==> src/rtl/trb_mem_scheduler.sv <==
// trb_mem_scheduler: shares the single trace RAM port between logger write, logger read and host access.
// Latency: RAM controls are combinational from state; host read data is returned one cycle after the grant.
// Backpressure: the host holds HOST_REQ_I until a one-cycle grant, which arrives within 3 cycles.
module trb_mem_scheduler #(
  parameter int ADDR_W = 10,
  parameter int DATA_W = 64,
  parameter int CNT_W  = 16
) (
  input  logic              CLK_I,
  input  logic              RST_I,
  input  logic              ENABLE_I,
  input  logic              HOST_LOCK_I,
  output logic              RW_TURN_O,
  output logic              WRITE_ALLOW_O,
  output logic              READ_ALLOW_O,
  input  logic              LOG_WRITE_I,
  input  logic [ADDR_W-1:0] LOG_WRITE_PTR_I,
  input  logic [DATA_W-1:0] LOG_DMEM_I,
  input  logic [ADDR_W-1:0] LOG_READ_PTR_I,
  output logic [DATA_W-1:0] LOG_DMEM_O,
  input  logic              HOST_REQ_I,
  input  logic              HOST_WE_I,
  input  logic [ADDR_W-1:0] HOST_ADDR_I,
  input  logic [DATA_W-1:0] HOST_WDATA_I,
  output logic              HOST_GNT_O,
  output logic              HOST_RVALID_O,
  output logic [DATA_W-1:0] HOST_RDATA_O,
  output logic [CNT_W-1:0]  HOST_CNT_O,
  output logic              MEM_EN_O,
  output logic              MEM_WE_O,
  output logic [ADDR_W-1:0] MEM_ADDR_O,
  output logic [DATA_W-1:0] MEM_WDATA_O,
  input  logic [DATA_W-1:0] MEM_RDATA_I
);

  typedef enum logic [1:0] {
    IDLE   = 2'd0,
    S_WR   = 2'd1,
    S_RD   = 2'd2,
    S_HOST = 2'd3
  } state_e;

  localparam logic [CNT_W-1:0] CNT_MAX = '1;
  localparam logic [CNT_W-1:0] CNT_ONE = CNT_W'(1);

  state_e            state_q, state_d;
  logic              rvalid_q, rvalid_d;
  logic [DATA_W-1:0] rdata_q, rdata_d;
  logic [CNT_W-1:0]  cnt_q, cnt_d;

  // State register plus host read-return and grant-counter registers; reset drops any pending return.
  always_ff @(posedge CLK_I) begin
    if (RST_I) begin
      state_q  <= IDLE;
      rvalid_q <= 1'b0;
      rdata_q  <= '0;
      cnt_q    <= '0;
    end else begin
      state_q  <= state_d;
      rvalid_q <= rvalid_d;
      rdata_q  <= rdata_d;
      cnt_q    <= cnt_d;
    end
  end

  // Next state: the host wins over the logger at frame boundaries, and gets at most one slot per frame.
  always_comb begin
    state_d = state_q;
    case (state_q)
      IDLE: begin
        if (HOST_REQ_I)    state_d = S_HOST;
        else if (ENABLE_I) state_d = S_WR;
        else               state_d = IDLE;
      end
      S_WR:   state_d = S_RD;
      S_RD: begin
        if (HOST_REQ_I)    state_d = S_HOST;
        else if (ENABLE_I) state_d = S_WR;
        else               state_d = IDLE;
      end
      S_HOST: state_d = ENABLE_I ? S_WR : IDLE;
      default: state_d = IDLE;
    endcase
  end

  // Outputs: slot strobes and the RAM port mux, all decoded from the current state.
  always_comb begin
    RW_TURN_O     = 1'b0;
    WRITE_ALLOW_O = 1'b0;
    READ_ALLOW_O  = 1'b0;
    HOST_GNT_O    = 1'b0;
    MEM_EN_O      = 1'b0;
    MEM_WE_O      = 1'b0;
    MEM_ADDR_O    = '0;
    MEM_WDATA_O   = '0;
    case (state_q)
      S_WR: begin
        RW_TURN_O     = 1'b1;
        WRITE_ALLOW_O = ~HOST_LOCK_I;
        // A locked or idle logger still owns the slot but leaves the RAM untouched.
        MEM_EN_O      = LOG_WRITE_I & ~HOST_LOCK_I;
        MEM_WE_O      = LOG_WRITE_I & ~HOST_LOCK_I;
        MEM_ADDR_O    = LOG_WRITE_PTR_I;
        MEM_WDATA_O   = LOG_DMEM_I;
      end
      S_RD: begin
        READ_ALLOW_O = 1'b1;
        MEM_EN_O     = 1'b1;
        MEM_ADDR_O   = LOG_READ_PTR_I;
      end
      S_HOST: begin
        HOST_GNT_O  = 1'b1;
        MEM_EN_O    = 1'b1;
        MEM_WE_O    = HOST_WE_I;
        MEM_ADDR_O  = HOST_ADDR_I;
        MEM_WDATA_O = HOST_WDATA_I;
      end
      default: ;
    endcase
  end

  // Host datapath: capture combinational RAM data on a read grant, count grants with saturation.
  always_comb begin
    rvalid_d = (state_q == S_HOST) & ~HOST_WE_I;
    rdata_d  = rdata_q;
    if (rvalid_d) rdata_d = MEM_RDATA_I;
    cnt_d = cnt_q;
    if ((state_q == S_HOST) && (cnt_q != CNT_MAX)) cnt_d = cnt_q + CNT_ONE;
  end

  assign LOG_DMEM_O    = MEM_RDATA_I;
  assign HOST_RVALID_O = rvalid_q;
  assign HOST_RDATA_O  = rdata_q;
  assign HOST_CNT_O    = cnt_q;

endmodule

==> config.mk <==
export PLATFORM = sky130hd
export DESIGN_NAME = trb_mem_scheduler
export DESIGN_NICKNAME = d
export VERILOG_FILES = /design/src/rtl/trb_mem_scheduler.sv
export SDC_FILE = /design/constraint.sdc
export NUM_CORES = 1
export LEC_CHECK = 0
export ABC_CLOCK_PERIOD_IN_PS = 1650
export CAP_MARGIN = 20
export CORE_AREA = 2 2 176 178
export DETAILED_ROUTE_END_ITERATION = 12
export DIE_AREA = 0 0 178 180
export SETUP_SLACK_MARGIN = 0.2
export SKIP_CTS_REPAIR_TIMING = 1
export SYNTH_ARGS = -nofsm -noshare
export SYNTH_HDL_FRONTEND = slang
export SYNTH_SLANG_ARGS = --single-unit
==> constraint.sdc <==
create_clock -name CLK_I -period 1.65 [get_ports CLK_I]
set_input_delay 0.4125 -clock CLK_I [delete_from_list [all_inputs] [get_ports CLK_I]]
set_output_delay 0.4125 -clock CLK_I [all_outputs]
set_load 0.02 [all_outputs]
# ---- Word-level counts from Yosys, hierarchy flattened
# Index checks and enable logic that the tools add are counted.
dict set report classes {
  n_shift 0
  bitwise_logic 4
  div_mod_pow 0
  n_mux 11
  n_mul 0
  order_cmp 0
  reduce_logical 4
  n_eq_ne 4
  addsub 1
}
# operator n
set ops {}
lappend ops {{$pmux W64 S2} 1}
lappend ops {{$pmux W10 S3} 1}
lappend ops {{$add A16 B1 Y16 const B} 1}
lappend ops {{$ne A16 B16 Y1 const B} 1}
lappend ops {{$pmux W2 S3} 1}
lappend ops {{$mux W1} 5}
lappend ops {{$eq A2 B2 Y1 const B} 2}
lappend ops {{$pmux W1 S2} 2}
lappend ops {{$reduce_or A2 Y1} 2}
lappend ops {{$and A1 B1 Y1} 2}
lappend ops {{$eq A2 B1 Y1 const B} 1}
lappend ops {{$logic_not A2 Y1} 1}
lappend ops {{$mux W2} 1}
lappend ops {{$not A1 Y1} 2}
lappend ops {{$logic_and A1 B1 Y1} 1}
dict set report word_totals {
  ramBits 0
  in_bits 229
  latchBits 0
  out_inout_bits 225
  elab_cells 28
  mem_count 0
  mem_bits_ro 0
  register_bits 83
}

# ---- Logic depth before layout (Yosys ltp)
dict set report logic_depth {
  word_depth 3
  ltp_mapped 8
  depth_no_buf 5
}

# ---- Worst setup path before layout
# Ideal clock, no wire load.
dict set report synth_path {
  path_kind {reg-to-output}
  start {register state_q[1]}
  end {output READ_ALLOW_O}
  path_buffers 4
  required_ns 1.237
  setup_slack_ns -0.271
  arrival_time_ns 1.508
  path_stages_with_launch 6
  path_cell_list {dfxtp_1 -> buf_2 -> buf_2 -> buf_2 -> buf_2 -> nor2b_1}
}
dict set report synth_via {
  elab_chain_cells 2
}
# element line
set synth_rtl {}
lappend synth_rtl {{start: declaration} 46} ;# state_e state_q, state_d;
lappend synth_rtl {{start signal: assignment} 59} ;# state_q <= state_d;
lappend synth_rtl {{$eq A2 B2 Y1} 96} ;# case (state_q)
lappend synth_rtl {{$mux W1} 96}
lappend synth_rtl {{end: declaration} 15} ;# output logic READ_ALLOW_O,
# No other way between the ends.

# ---- Worst setup path in the final report
dict set report layout_path {
  start {register state_q[0]}
  end {output MEM_ADDR_O[2]}
}
dict set report layout_via {
  elab_chain_cells 2
  elab_cells_between_ends 4
  classes_between {eq/ne (3); mux (1)}
}
# element line
set layout_rtl {}
lappend layout_rtl {{$eq A2 B2 Y1 or $eq A2 B1 Y1 (tied branches)} 96}
lappend layout_rtl {{$pmux W10 S3 *} 96}
lappend layout_rtl {{end: declaration} 31} ;# output logic [ADDR_W-1:0] MEM_ADDR_O,
# Mark *: on every way between the ends. The rest lies on a longest branch, timed or not.

==> impl_metrics.yaml <==
detailed_routing:
  wl_per_cell_um: 18.0
  drc: 0
  firstDrtPassIters: 4
  dr_total_vias: 6387
  via_per_inst: 4.15
  initialDrtViolationCount: 211
  ant_nets: 0
  totalWireLength_mm: 27.7
clock_tree:
  cts_buffers: 9
  clkSlewWorstSetupHoldPaths_ns: 0.07
  cts.sinks: 83
  root_buffer: "clkbuf_16"
  clkLatencyLatePin_ns: 0.34
  cts_tree: "yes"
  clk_path_buf_depth: 2
  h-tree-depth: 3
setup_path:
  r2r-start: "state_q[0]$_SDFF_PP0_"
  slowest_delay_ns: 0.39
  reg2reg_to: "HOST_CNT_O[13]$_SDFFE_PP0P_"
  cp-startpoint: "state_q[0]$_SDFF_PP0_"
  crit_chain: "buf_8 > nand2b_4 > inv_6 > clkbuf_16 > a22o_4 > buf_6"
  slowest_stage: "dfxtp_4"
  endpoint_kind: "primary output"
  worstPathRequired_ns: 1.24
  crit_type: "register to primary output"
  reg2reg_depth: 10
  cp.arrival_ns: 1.59
  start_kind: "register"
  r2r_slack_ns: -0.27
  cp_max_fo: 7
power:
  design_power_total_mw: 7.15
  p_leak_nw: 7.26
  powerDensity_mw_per_mm2: 525
  peakVddDrop_v: 0.000425
yosys:
  synth_edf_count: 0
  yosysTopAreaCell: "dfxtp_1"
  ys_seq_elements: 83
  syn_avg_cell_area_sq_um: 8.03
  yosysTopAreaCellShare: 0.331
  synth-simple-area-share: 0.252
  synth_warnings: 0
  yosysSeqAreaShare: 0.331
  synth_xor_area_frac: 0
  postSynthCellCount: 625
  yosys.area_share.adder: 0.00249
  synthArstFlopShare: 0
  yosysMostFrequentCell: "nand2_1"
  yosysUniqueCellTypes: 37
  synth_top_family_by_area: "simple AND/OR/NAND/NOR gates"
  synth_common_cells: "135 x nand2_1, 83 x dfxtp_1, 81 x a21oi_1"
  syn-num-nets: 855
  synth_flop_cell: "dfxtp_1"
  synth-compound-area-share: 0.121
  synthMuxAreaShare: 0.152
  synthTopCellsByArea: "dfxtp_1 33%, mux2i_1 13%, nand2_1 10%"
  synth_area_sq_mm: 0.00502
place:
  dp_slack_ns: -0.662
  io_buffer_count: 453
  dp.cells: 1461
  place.gp.congestion: 0.921
  hpwl_mm: 18.9
min_path:
  whs_path_depth: 3
  whs_endpoint: "HOST_RDATA_O[56]$_SDFFE_PP0P_"
  hold_path_startpoint: "MEM_RDATA_I[56]"
  hold_class: "primary input to register"
sta:
  worstMarginPinSlew_ns: 0.434
  finalHoldViolations: 0
  fin_crit_sh: 1.21
  layout_setup_ws_ns: -0.354
  fin_hold_ws_ns: 0.359
  setup_viol: 160
  relSlewSlack: 0.711
  drv_slew: 0
  fin_skew_ns: 0.0104
  fmax_ghz: 0.499
  post-route-min-period_ns: 2.00
  rsz0062_at_grt: "yes"
die:
  dieArea_sq_mm: 0.0320
  die-width_um: 178
  rows: 64
  initial_utilization: 0.166
  die_h_um: 180
  core_area_sq_mm: 0.0302
  ios: 454
finish:
  nets: 1365
  fillCellCount: 2818
  instances_no_fill: 1538
  drive_gt1_frac: 0.531
  syn_to_final_growth_pct: 171
grt:
  grt_overflow: 0
  grt_pass1_wl_mm: 33.9
  antenna_found_initial: 3
  grt_max_degree: 65
  gr-usage-all-layers: 0.138
  grt_pass1_vias: 5766
status:
  status: "complete, but fails checks"
  violations: "negative setup slack"
run:
  cap_violations: 0
sequential cells by signal, summed over array words and instances (netlist names):
name and count:
HOST_RVALID_O 1, HOST_CNT_O 16, state_q 2, HOST_RDATA_O 64
critical path, delay by kind of cell, from the launching register on:
family,cells,cell delay [ns]
buffers and inverters,4,0.50
DFF,1,0.39
AOI/OAI and AO/OA,1,0.24
and+or+nand+nor,1,0.12
where the power goes:
group	internal, mW	switching [mW]	total [mW]
clock	1.03	0.905	1.94
sequential	2.02	0.0354	2.06
combinational	1.84	1.32	3.16
total	4.89	2.26	7.15
layer usage:
metal / track usage / vias to the layer above / part of all wire
met1: 0.165 / 3059 / 0.39
met2: 0.249 / 227 / 0.54
li1: - / 3079 / -
met3: 0.0351 / 20 / 0.062
met5: 0 / - / 0.00047
met4: 0.0256 / 2 / 0.010
area by class of cell:
cell class	count	area, sq um	share of cell area
diodes	2	5.00	0.000367
clock buffers	9	225	0.0165
clock inverters	7	50.0	0.00367
inverters	4	25.0	0.00184
multi-input cells	432	4420	0.324
flip-flops and latches	83	1720	0.126
well taps	396	495	0.0364
repair buffers	605	6690	0.491
worst max-delay path by stage:
stage / to / cells after the start / slack (ns)
after CTS: MEM_ADDR_O[0] / 5 / -0.79
after global placement: MEM_ADDR_O[8] / 4 / -0.67
after global routing: MEM_WDATA_O[53] / 6 / -0.43
after floorplan: MEM_ADDR_O[0] / 4 / 0.10
after detailed placement: MEM_ADDR_O[5] / 4 / -0.66
final: MEM_ADDR_O[2] / 6 / -0.35
cells by family after synthesis:
family	after synthesis
fa+ha+maj	1
buf+inv	111
flops	83
simple gates	247
mux	75
compound gates	108
through the flow:
stage	TNS [ns]	instance area, sq um	util
final	-32.43	13600	0.451
after global routing	-45.52	13600	0.451
after CTS	-81.50	11200	0.370
after detailed placement	-65.85	10900	0.361
after global placement	-65.02	10900	0.361
after floorplan	0	5860	-
cell usage in the layout, fill, tap and decap left out, types with 13 or more instances in the layout:
cell type        count
clkdlybuf4s50_1    165
dlymetal6s2s_1     148
buf_6              127
buf_4              100
nand2_1             66
dfxtp_1             65
nor2b_4             46
a21oi_2             46
nand2_4             43
mux2i_4             43
a21oi_1             35
nand2_2             27
clkbuf_16           26
clkbuf_2            18
nor2b_2             17
buf_12              16
dfxtp_4             13
No activity file was read; power rests on OpenSTA's default activity.
